## src/rtl/gpr_write_arbiter.sv

```systemverilog
// rtl/gpr_write_arbiter.sv - round-robin write arbiter in front of a GPR bank
module gpr_write_arbiter #(
    parameter int NUM_REQ = 4,
    parameter int DATA_W  = 16,
    parameter int NUM_REG = 8,
    parameter int ADDR_W  = 3
) (
    input  logic                      clk,
    input  logic                      rst,
    input  logic                      hold,
    input  logic [NUM_REQ-1:0]        req,
    input  logic [NUM_REQ*ADDR_W-1:0] req_addr,
    input  logic [NUM_REQ*DATA_W-1:0] req_data,
    output logic [NUM_REQ-1:0]        ack,
    output logic [NUM_REG-1:0]        gpr_write,
    output logic [DATA_W-1:0]         gpr_data,
    output logic                      addr_err
);

    localparam int PTR_W = $clog2(NUM_REQ);

    typedef enum logic {IDLE, GRANT} state_t;

    state_t              state_q, state_d;
    logic [PTR_W-1:0]    ptr_q, ptr_d;
    logic [NUM_REQ-1:0]  ack_q, ack_d;
    logic [NUM_REG-1:0]  gpr_write_q, gpr_write_d;
    logic [DATA_W-1:0]   gpr_data_q, gpr_data_d;
    logic                addr_err_q, addr_err_d;

    logic [NUM_REQ-1:0]  eligible;
    logic                found;
    logic [PTR_W-1:0]    win;
    logic [ADDR_W-1:0]   win_addr;
    logic [DATA_W-1:0]   win_data;

    // Round-robin scan starting just after the last winner; a requester
    // being acked this cycle is masked so its held request is not taken twice.
    always_comb begin
        eligible = req & ~((state_q == GRANT) ? ack_q : '0);
        found    = 1'b0;
        win      = '0;
        for (int k = 1; k <= NUM_REQ; k++) begin
            if (!found && eligible[(int'(ptr_q) + k) % NUM_REQ]) begin
                found = 1'b1;
                win   = PTR_W'((int'(ptr_q) + k) % NUM_REQ);
            end
        end
        win_addr = req_addr[int'(win)*ADDR_W +: ADDR_W];
        win_data = req_data[int'(win)*DATA_W +: DATA_W];
    end

    // Next-state and registered-output computation; hold blocks any new grant.
    always_comb begin
        state_d     = IDLE;
        ptr_d       = ptr_q;
        ack_d       = '0;
        gpr_write_d = '0;
        gpr_data_d  = gpr_data_q;
        addr_err_d  = 1'b0;
        if (found && !hold) begin
            state_d    = GRANT;
            ptr_d      = win;
            ack_d[win] = 1'b1;
            gpr_data_d = win_data;
            if (32'(win_addr) >= NUM_REG) begin
                addr_err_d = 1'b1;
            end else begin
                for (int r = 0; r < NUM_REG; r++) begin
                    gpr_write_d[r] = (win_addr == ADDR_W'(r));
                end
            end
        end
    end

    // State and output registers; reset drops any grant that was about to issue.
    always_ff @(posedge clk) begin
        if (rst) begin
            state_q     <= IDLE;
            ptr_q       <= PTR_W'(NUM_REQ - 1);
            ack_q       <= '0;
            gpr_write_q <= '0;
            gpr_data_q  <= '0;
            addr_err_q  <= 1'b0;
        end else begin
            state_q     <= state_d;
            ptr_q       <= ptr_d;
            ack_q       <= ack_d;
            gpr_write_q <= gpr_write_d;
            gpr_data_q  <= gpr_data_d;
            addr_err_q  <= addr_err_d;
        end
    end

    assign ack       = ack_q;
    assign gpr_write = gpr_write_q;
    assign gpr_data  = gpr_data_q;
    assign addr_err  = addr_err_q;

endmodule
```

## config.mk

```make
export PLATFORM = sky130hd
export DESIGN_NAME = gpr_write_arbiter
export DESIGN_NICKNAME = d
export VERILOG_FILES = /design/src/rtl/gpr_write_arbiter.sv
export SDC_FILE = /design/constraint.sdc
export NUM_CORES = 1
export LEC_CHECK = 0
export BUFFER_PORTS_ARGS = -buffer_cell sky130_fd_sc_hd__buf_2
export CORE_UTILIZATION = 39
export CTS_BUF_LIST = sky130_fd_sc_hd__clkbuf_8
export CTS_CLUSTER_DIAMETER = 50
export DETAILED_ROUTE_END_ITERATION = 10
export GPL_TIMING_DRIVEN = 0
export PLACE_DENSITY = 0.79
export SLEW_MARGIN = 0
export SYNTH_ARGS = -nofsm -noshare
export SYNTH_HDL_FRONTEND = slang
export SYNTH_SLANG_ARGS = --single-unit
```

## constraint.sdc

```tcl
create_clock -name clk -period 1.8 [get_ports clk]
set_input_delay 0.36 -clock clk [delete_from_list [all_inputs] [get_ports clk]]
set_output_delay 0.36 -clock clk [all_outputs]
set_load 0.01 [all_outputs]
```

Word level (Yosys, flattened, before mapping). Cells that the tools add are included.

Output and inout bits: 29. Word-level logic and storage cells: 71. Register bits after elaboration: 31. Input bits: 83.

Muxes and demuxes: 24. Multiply operators: 1. $add $sub $neg: 4. Reductions and logical operators: 15. Bitwise gates (word level): 7. Shifts and indexed selects: 2. Order comparisons: 6. Equal/unequal tests: 7.

Operators by type and width (count): indexed part select 64 x 7 -> 16 bit (1); < comparator 3 x 4 -> 1 bit (second input constant) (4); 2-to-1 mux 1 bit (14); equality test 3 bit (second input constant) (4); indexed part select 12 x 5 -> 3 bit (1); OR reduction 2 bit (5); binary-select mux 1 bit (select 2 bit) (4); 2-to-1 mux 2 bit (4); equality test 3 x 2 -> 1 bit (second input constant) (2); logical AND 1 bit (5); adder 2 x 1 -> 2 bit (second input constant) (2); adder 2 bit (second input constant) (2); AND 1 bit (first input constant) (4); AND 4 bit (1); logical NOT 1 bit (4); multiplier 2 x 2 -> 4 bit (second input constant) (1); 2-to-1 mux 4 bit (1); NOT 4 bit (1); equality test 3 x 1 -> 1 bit (second input constant) (1); logical NOT 3 bit (1); < comparator 2 x 3 -> 1 bit (second input constant) (1); demux 1 bit (select 2 bit) (1); >= comparator 2 x 1 -> 1 bit (second input constant) (1); NOT 1 bit (1).

Depth between registers and ports, before layout.
Depth in word-level cells: 20. Gate-level depth with buffers: 8. Mapped depth without buffers: 6.

Worst setup path before layout. Ideal clock, no wire load.

Path type: input to register. From: input req[0]. To: register gpr_write_q[4], in the netlist gpr_write[4]. Buffers on the path: 1. Slack: -0.097 ns. Data arrival time: 1.781 ns. Cell stages on the path: 7. Required time: 1.684 ns. Cells stage by stage: a21boi_1 o221ai_2 a22o_4 buf_6 mux2i_2 mux2_4 and4_1.

Cells in the longest elaborated chain, start to end: 17.

Ends and longest elaborated chain: from (decl) (line 11) `input logic [NUM_REQ-1:0] req,`; AND 4 bit (*) (line 40) `eligible = req & ~((state_q == GRANT) ? ack_q : '0);`; binary-select mux 1 bit (select 2 bit) (line 44) `if (!found && eligible[(int'(ptr_q) + k) % NUM_REQ]) begin`; 2-to-1 mux 1 bit (not written as such) (2 in series) (line 44); 2-to-1 mux 1 bit (line 44); logical NOT 1 bit (line 44); logical AND 1 bit (line 44); 2-to-1 mux 1 bit (line 44); logical NOT 1 bit (line 44); logical AND 1 bit (line 44); 2-to-1 mux 1 bit (line 44); logical NOT 1 bit (line 44); logical AND 1 bit (line 44); 2-to-1 mux 2 bit / 2-to-1 mux 1 bit (equally long branches) (line 44); multiplier 2 x 2 -> 4 bit / logical AND 1 bit (equally long branches) (line 49, 61); indexed part select 12 x 5 -> 3 bit / NOT 1 bit (equally long branches); equality test 3 bit / OR reduction 2 bit (equally long branches); to (signal assigned) (line 89) `gpr_write_q <= gpr_write_d;`; to (decl) (line 27) `logic [NUM_REG-1:0] gpr_write_q, gpr_write_d;`.

Mark *: on every way between the ends. The rest lies on a longest branch, timed or not. The select of a mux whose other input is x is not followed. A chain may end at the register's enable or synchronous reset.

Worst setup path in the final report.
From: register state_q. To: register gpr_write_q[2], in the netlist gpr_write[2].

Cells in the longest elaborated chain, start to end: 19.

Ends and longest elaborated chain: from (decl) (line 24) `state_t state_q, state_d;`; from (signal assigned) (line 86) `state_q <= state_d;`; 2-to-1 mux 4 bit (*) (line 40); NOT 4 bit (*) (line 40); AND 4 bit (*) (line 40); binary-select mux 1 bit (select 2 bit) (line 44); 2-to-1 mux 1 bit (not written as such) (2 in series) (line 44); 2-to-1 mux 1 bit (line 44); logical NOT 1 bit (line 44); logical AND 1 bit (line 44); [... 2 more ...]; logical AND 1 bit (line 44); 2-to-1 mux 1 bit (line 44); logical NOT 1 bit (line 44); logical AND 1 bit (line 44); 2-to-1 mux 2 bit / 2-to-1 mux 1 bit (equally long branches) (line 44); multiplier 2 x 2 -> 4 bit / logical AND 1 bit (equally long branches) (line 49, 61); indexed part select 12 x 5 -> 3 bit / NOT 1 bit (equally long branches); equality test 3 x 2 -> 1 bit / OR reduction 2 bit (equally long branches).

Marks and branches as above.

==> summary.txt <==
GRT
  • Total Routing Usage GR: 0.233
  • Vias in the first global route: 1983
  • Largest net degree at the start of global routing: 12
  • Global route overflow: 0
  • First-pass GRT wire length: 9150 um
  • Met1 GRT Util: 0.285
  • Met2 usage: 0.396
  • Initial antenna violation count: 0
  • GRT met3 Usage: 0.0596
  • GRT busiest layer: met2

Layout
  • Fin util: 0.666
  • P&R area growth vs syn: 63.3%
  • Layout cell share with drive strength beyond 1: 0.650
  • Antenna diodes: 0
  • Final net count: 388

Run status
  • Violated checks: setup timing
  • Status: finished, violations left

Critical path
  • Startpoint types: register
  • Buffers and inverters on the worst path: 2
  • Worst-path cell with the longest stage delay: dfxtp_4
  • RR Endpoint: gpr_write[2]
  • CP required: 2.00 ns
  • Worst-path fanout max: 8
  • Worst setup path class: register to register
  • Cell family with most CP delay: compound AO/OA/AOI/OAI gates
  • Crit end category: register
  • Worst R2R Path Depth: 7
  • Critical Path Max Stage Delay: 0.38 ns
  • Reg-to-reg startpoint: state_q
  • R2R Setup Slk: -0.20 ns
  • Most common cell on crit path: mux2i_4
  • Worst Path Arrival: 2.20 ns
  • Worst-path cell chain: a21bo_4 -> o311ai_4 -> buf_6 -> mux2i_4 -> mux2i_4 -> buf_4 -> nor4_2

STA
  • Final setup margin: -0.204 ns
  • Final Setup Violations: 24
  • Final hold vios: 0
  • Setup TNS: -2.79 ns
  • Clock skew: 0.00883 ns
  • Crit share post-route: 1.11
  • Fmax: 499 MHz
  • Minimum clock period: 2.00 ns
  • RSZ-0062 raised after global routing: true
  • Final Slew Violations: 0

Power and ir drop
  • Pwr Density: 853 nW/um^2
  • Tot Pwr: 2490 uW
  • VDD IR max: 0.536 mV
  • Leak: 0.00151 uW

Drt
  • Via count: 1935
  • ANT nets after route: 0
  • Initial DRC count: 75
  • Drt first pass iters: 4
  • Post-Route WL: 5650 um
  • Post-route DRC: 0
  • Drt wl/cell: 15.8 um
  • Vias/cell: 5.41

Worst hold path
  • Hold endpoint: ptr_q[0]
  • Hold Path Depth: 2
  • Hold_sp: rst
  • Hold Crit Class: input port to register

Logic synthesis
  • #FFs+latches synth: 31
  • Asr flop ratio synth: 0
  • Avg Cell Area, Syn: 9.99 um^2
  • Cell area after synthesis: 1790 um^2
  • Number of synthesized flops with an enable pin: 0
  • Count of cell types in the netlist: 36
  • Ys flop type: dfxtp_1
  • Register area share after synthesis: 0.347
  • Gate Count Post-Synth: 179
  • Synthesized Nets: 262
  • Synth Warn #: 0

Clock tree
  • Htree depth: 2
  • Clk_lat worst skew: 0.28 ns
  • Clock Tree Root: clkbuf_8
  • Deepest clock path buffer count: 2
  • CTS tree: yes
  • Worst-path clk slew: 0.07 ns
  • CTS buffer count: 5
  • Number of clock sinks: 31

Placement
  • PortBufs: 110
  • HPWL Detailed: 3900 um
  • GPL Wtd Cong: 0.786

Floorplan
  • Die width: 69.7 um
  • Initial Util: 0.408
  • Io pins: 112
  • Site Rows: 24
  • Die area: 4860 um^2
  • Core area: 4380 um^2
  • Die Y: 69.7 um

Job
  • Maxcap violations: 0
## per-layer routing
layer | vias to the layer above | wire length [um]
met1 | 898 | 2450
met5 | - | 0
li1 | 942 | -
met2 | 85 | 2790
met3 | 10 | 308
met4 | 0 | 104
## registers in the layout (all words and copies together) (netlist names)
signal     cells
state_q        1
ptr_q          2
ack            4
gpr_write      8
gpr_data      16
## Yosys cell counts, types with 2 or more instances
master / instances / share of area
nor3_1: 2 / 0.0056
nand2_1: 18 / 0.038
inv_1: 4 / 0.0084
a221oi_1: 16 / 0.078
a21o_1: 16 / 0.067
nor2_1: 3 / 0.0063
dfxtp_1: 31 / 0.35
o221ai_2: 3 / 0.025
mux2i_1: 21 / 0.12
and4_1: 2 / 0.0098
buf_4: 2 / 0.0084
mux2_4: 2 / 0.017
a21bo_2: 2 / 0.011
buf_6: 3 / 0.019
nor4b_2: 4 / 0.034
a31oi_1: 2 / 0.0070
a21oi_1: 16 / 0.045
and3_1: 2 / 0.0070
buf_2: 5 / 0.014
nor4_2: 2 / 0.014
a21boi_0: 2 / 0.0084
nand2b_1: 3 / 0.010
clkbuf_1: 4 / 0.0084
mux2i_2: 2 / 0.015
## through the flow
stage	setup WS (ns)	hold slack, ns	std cells	instance area (um^2)
after CTS	-0.151	0.330	355	2800
after global routing	-0.283	0.362	358	2920
after detailed placement	-0.424	0.437	341	2480
final	-0.204	0.361	358	2920
after global placement	-0.367	0.430	341	2480
after floorplan	-0.0371	0.461	179	1870
## cell families after synthesis
group                  share of synthesized area
buffers and inverters                     0.0665
muxes                                      0.162
AOI/OAI and AO/OA                          0.297
and+or+nand+nor                            0.125
other                                    0.00210
DFF                                        0.347
## power breakdown
group	switching [uW]	internal, uW
Combinational	508	499
Clock	277	412
Sequential	45.6	750
## layout by cell type (no fill, tap or decap), types with 3 or more instances in the layout
master    instances
a21o_1           16
a21oi_1          14
a221oi_2         16
buf_2           110
buf_4            11
buf_6             7
buf_8             3
clkbuf_8          5
dfxtp_1          27
dfxtp_2           3
inv_1             4
mux2i_1          11
mux2i_2           8
mux2i_4           5
nand2_1          17
o221ai_4          3
## worst max path at each step
stage | cells past startpoint | to | start | slack, ns
floorplan | 7 | gpr_write[1] | req[1] | -0.04
global placement | 9 | gpr_data[5] | req[0] | -0.37
detailed placement | 9 | gpr_data[5] | req[0] | -0.42
CTS | 7 | gpr_write[1] | state_q | -0.15
global route | 7 | gpr_write[2] | state_q | -0.28
finish | 7 | gpr_write[2] | state_q | -0.20
## worst reg2reg max path, cell delays in order (launching register included)
cell and delay [ns]:
dfxtp_4 0.38, a21bo_4 0.26, o311ai_4 0.27, buf_6 0.20, mux2i_4 0.27, mux2i_4 0.14, buf_4 0.16, nor4_2 0.24
## cell type report
class	instances	area (um^2)
multi-input cells	129	1320
flip-flops and latches	31	628
well taps	52	65.1
repair buffers	120	633
inverters	4	15.0
clock buffers	5	68.8
clock inverters	3	43.8
fillers	344	1470
plain buffers	14	144
## what timing repair did
action	in CTS	in global routing
buffers inserted	7	3
hold buffers	0	0
pin swaps	8	3
resized for setup	34	22
setup endpoints to repair	29	29
No activity file was read; power rests on OpenSTA's default activity.
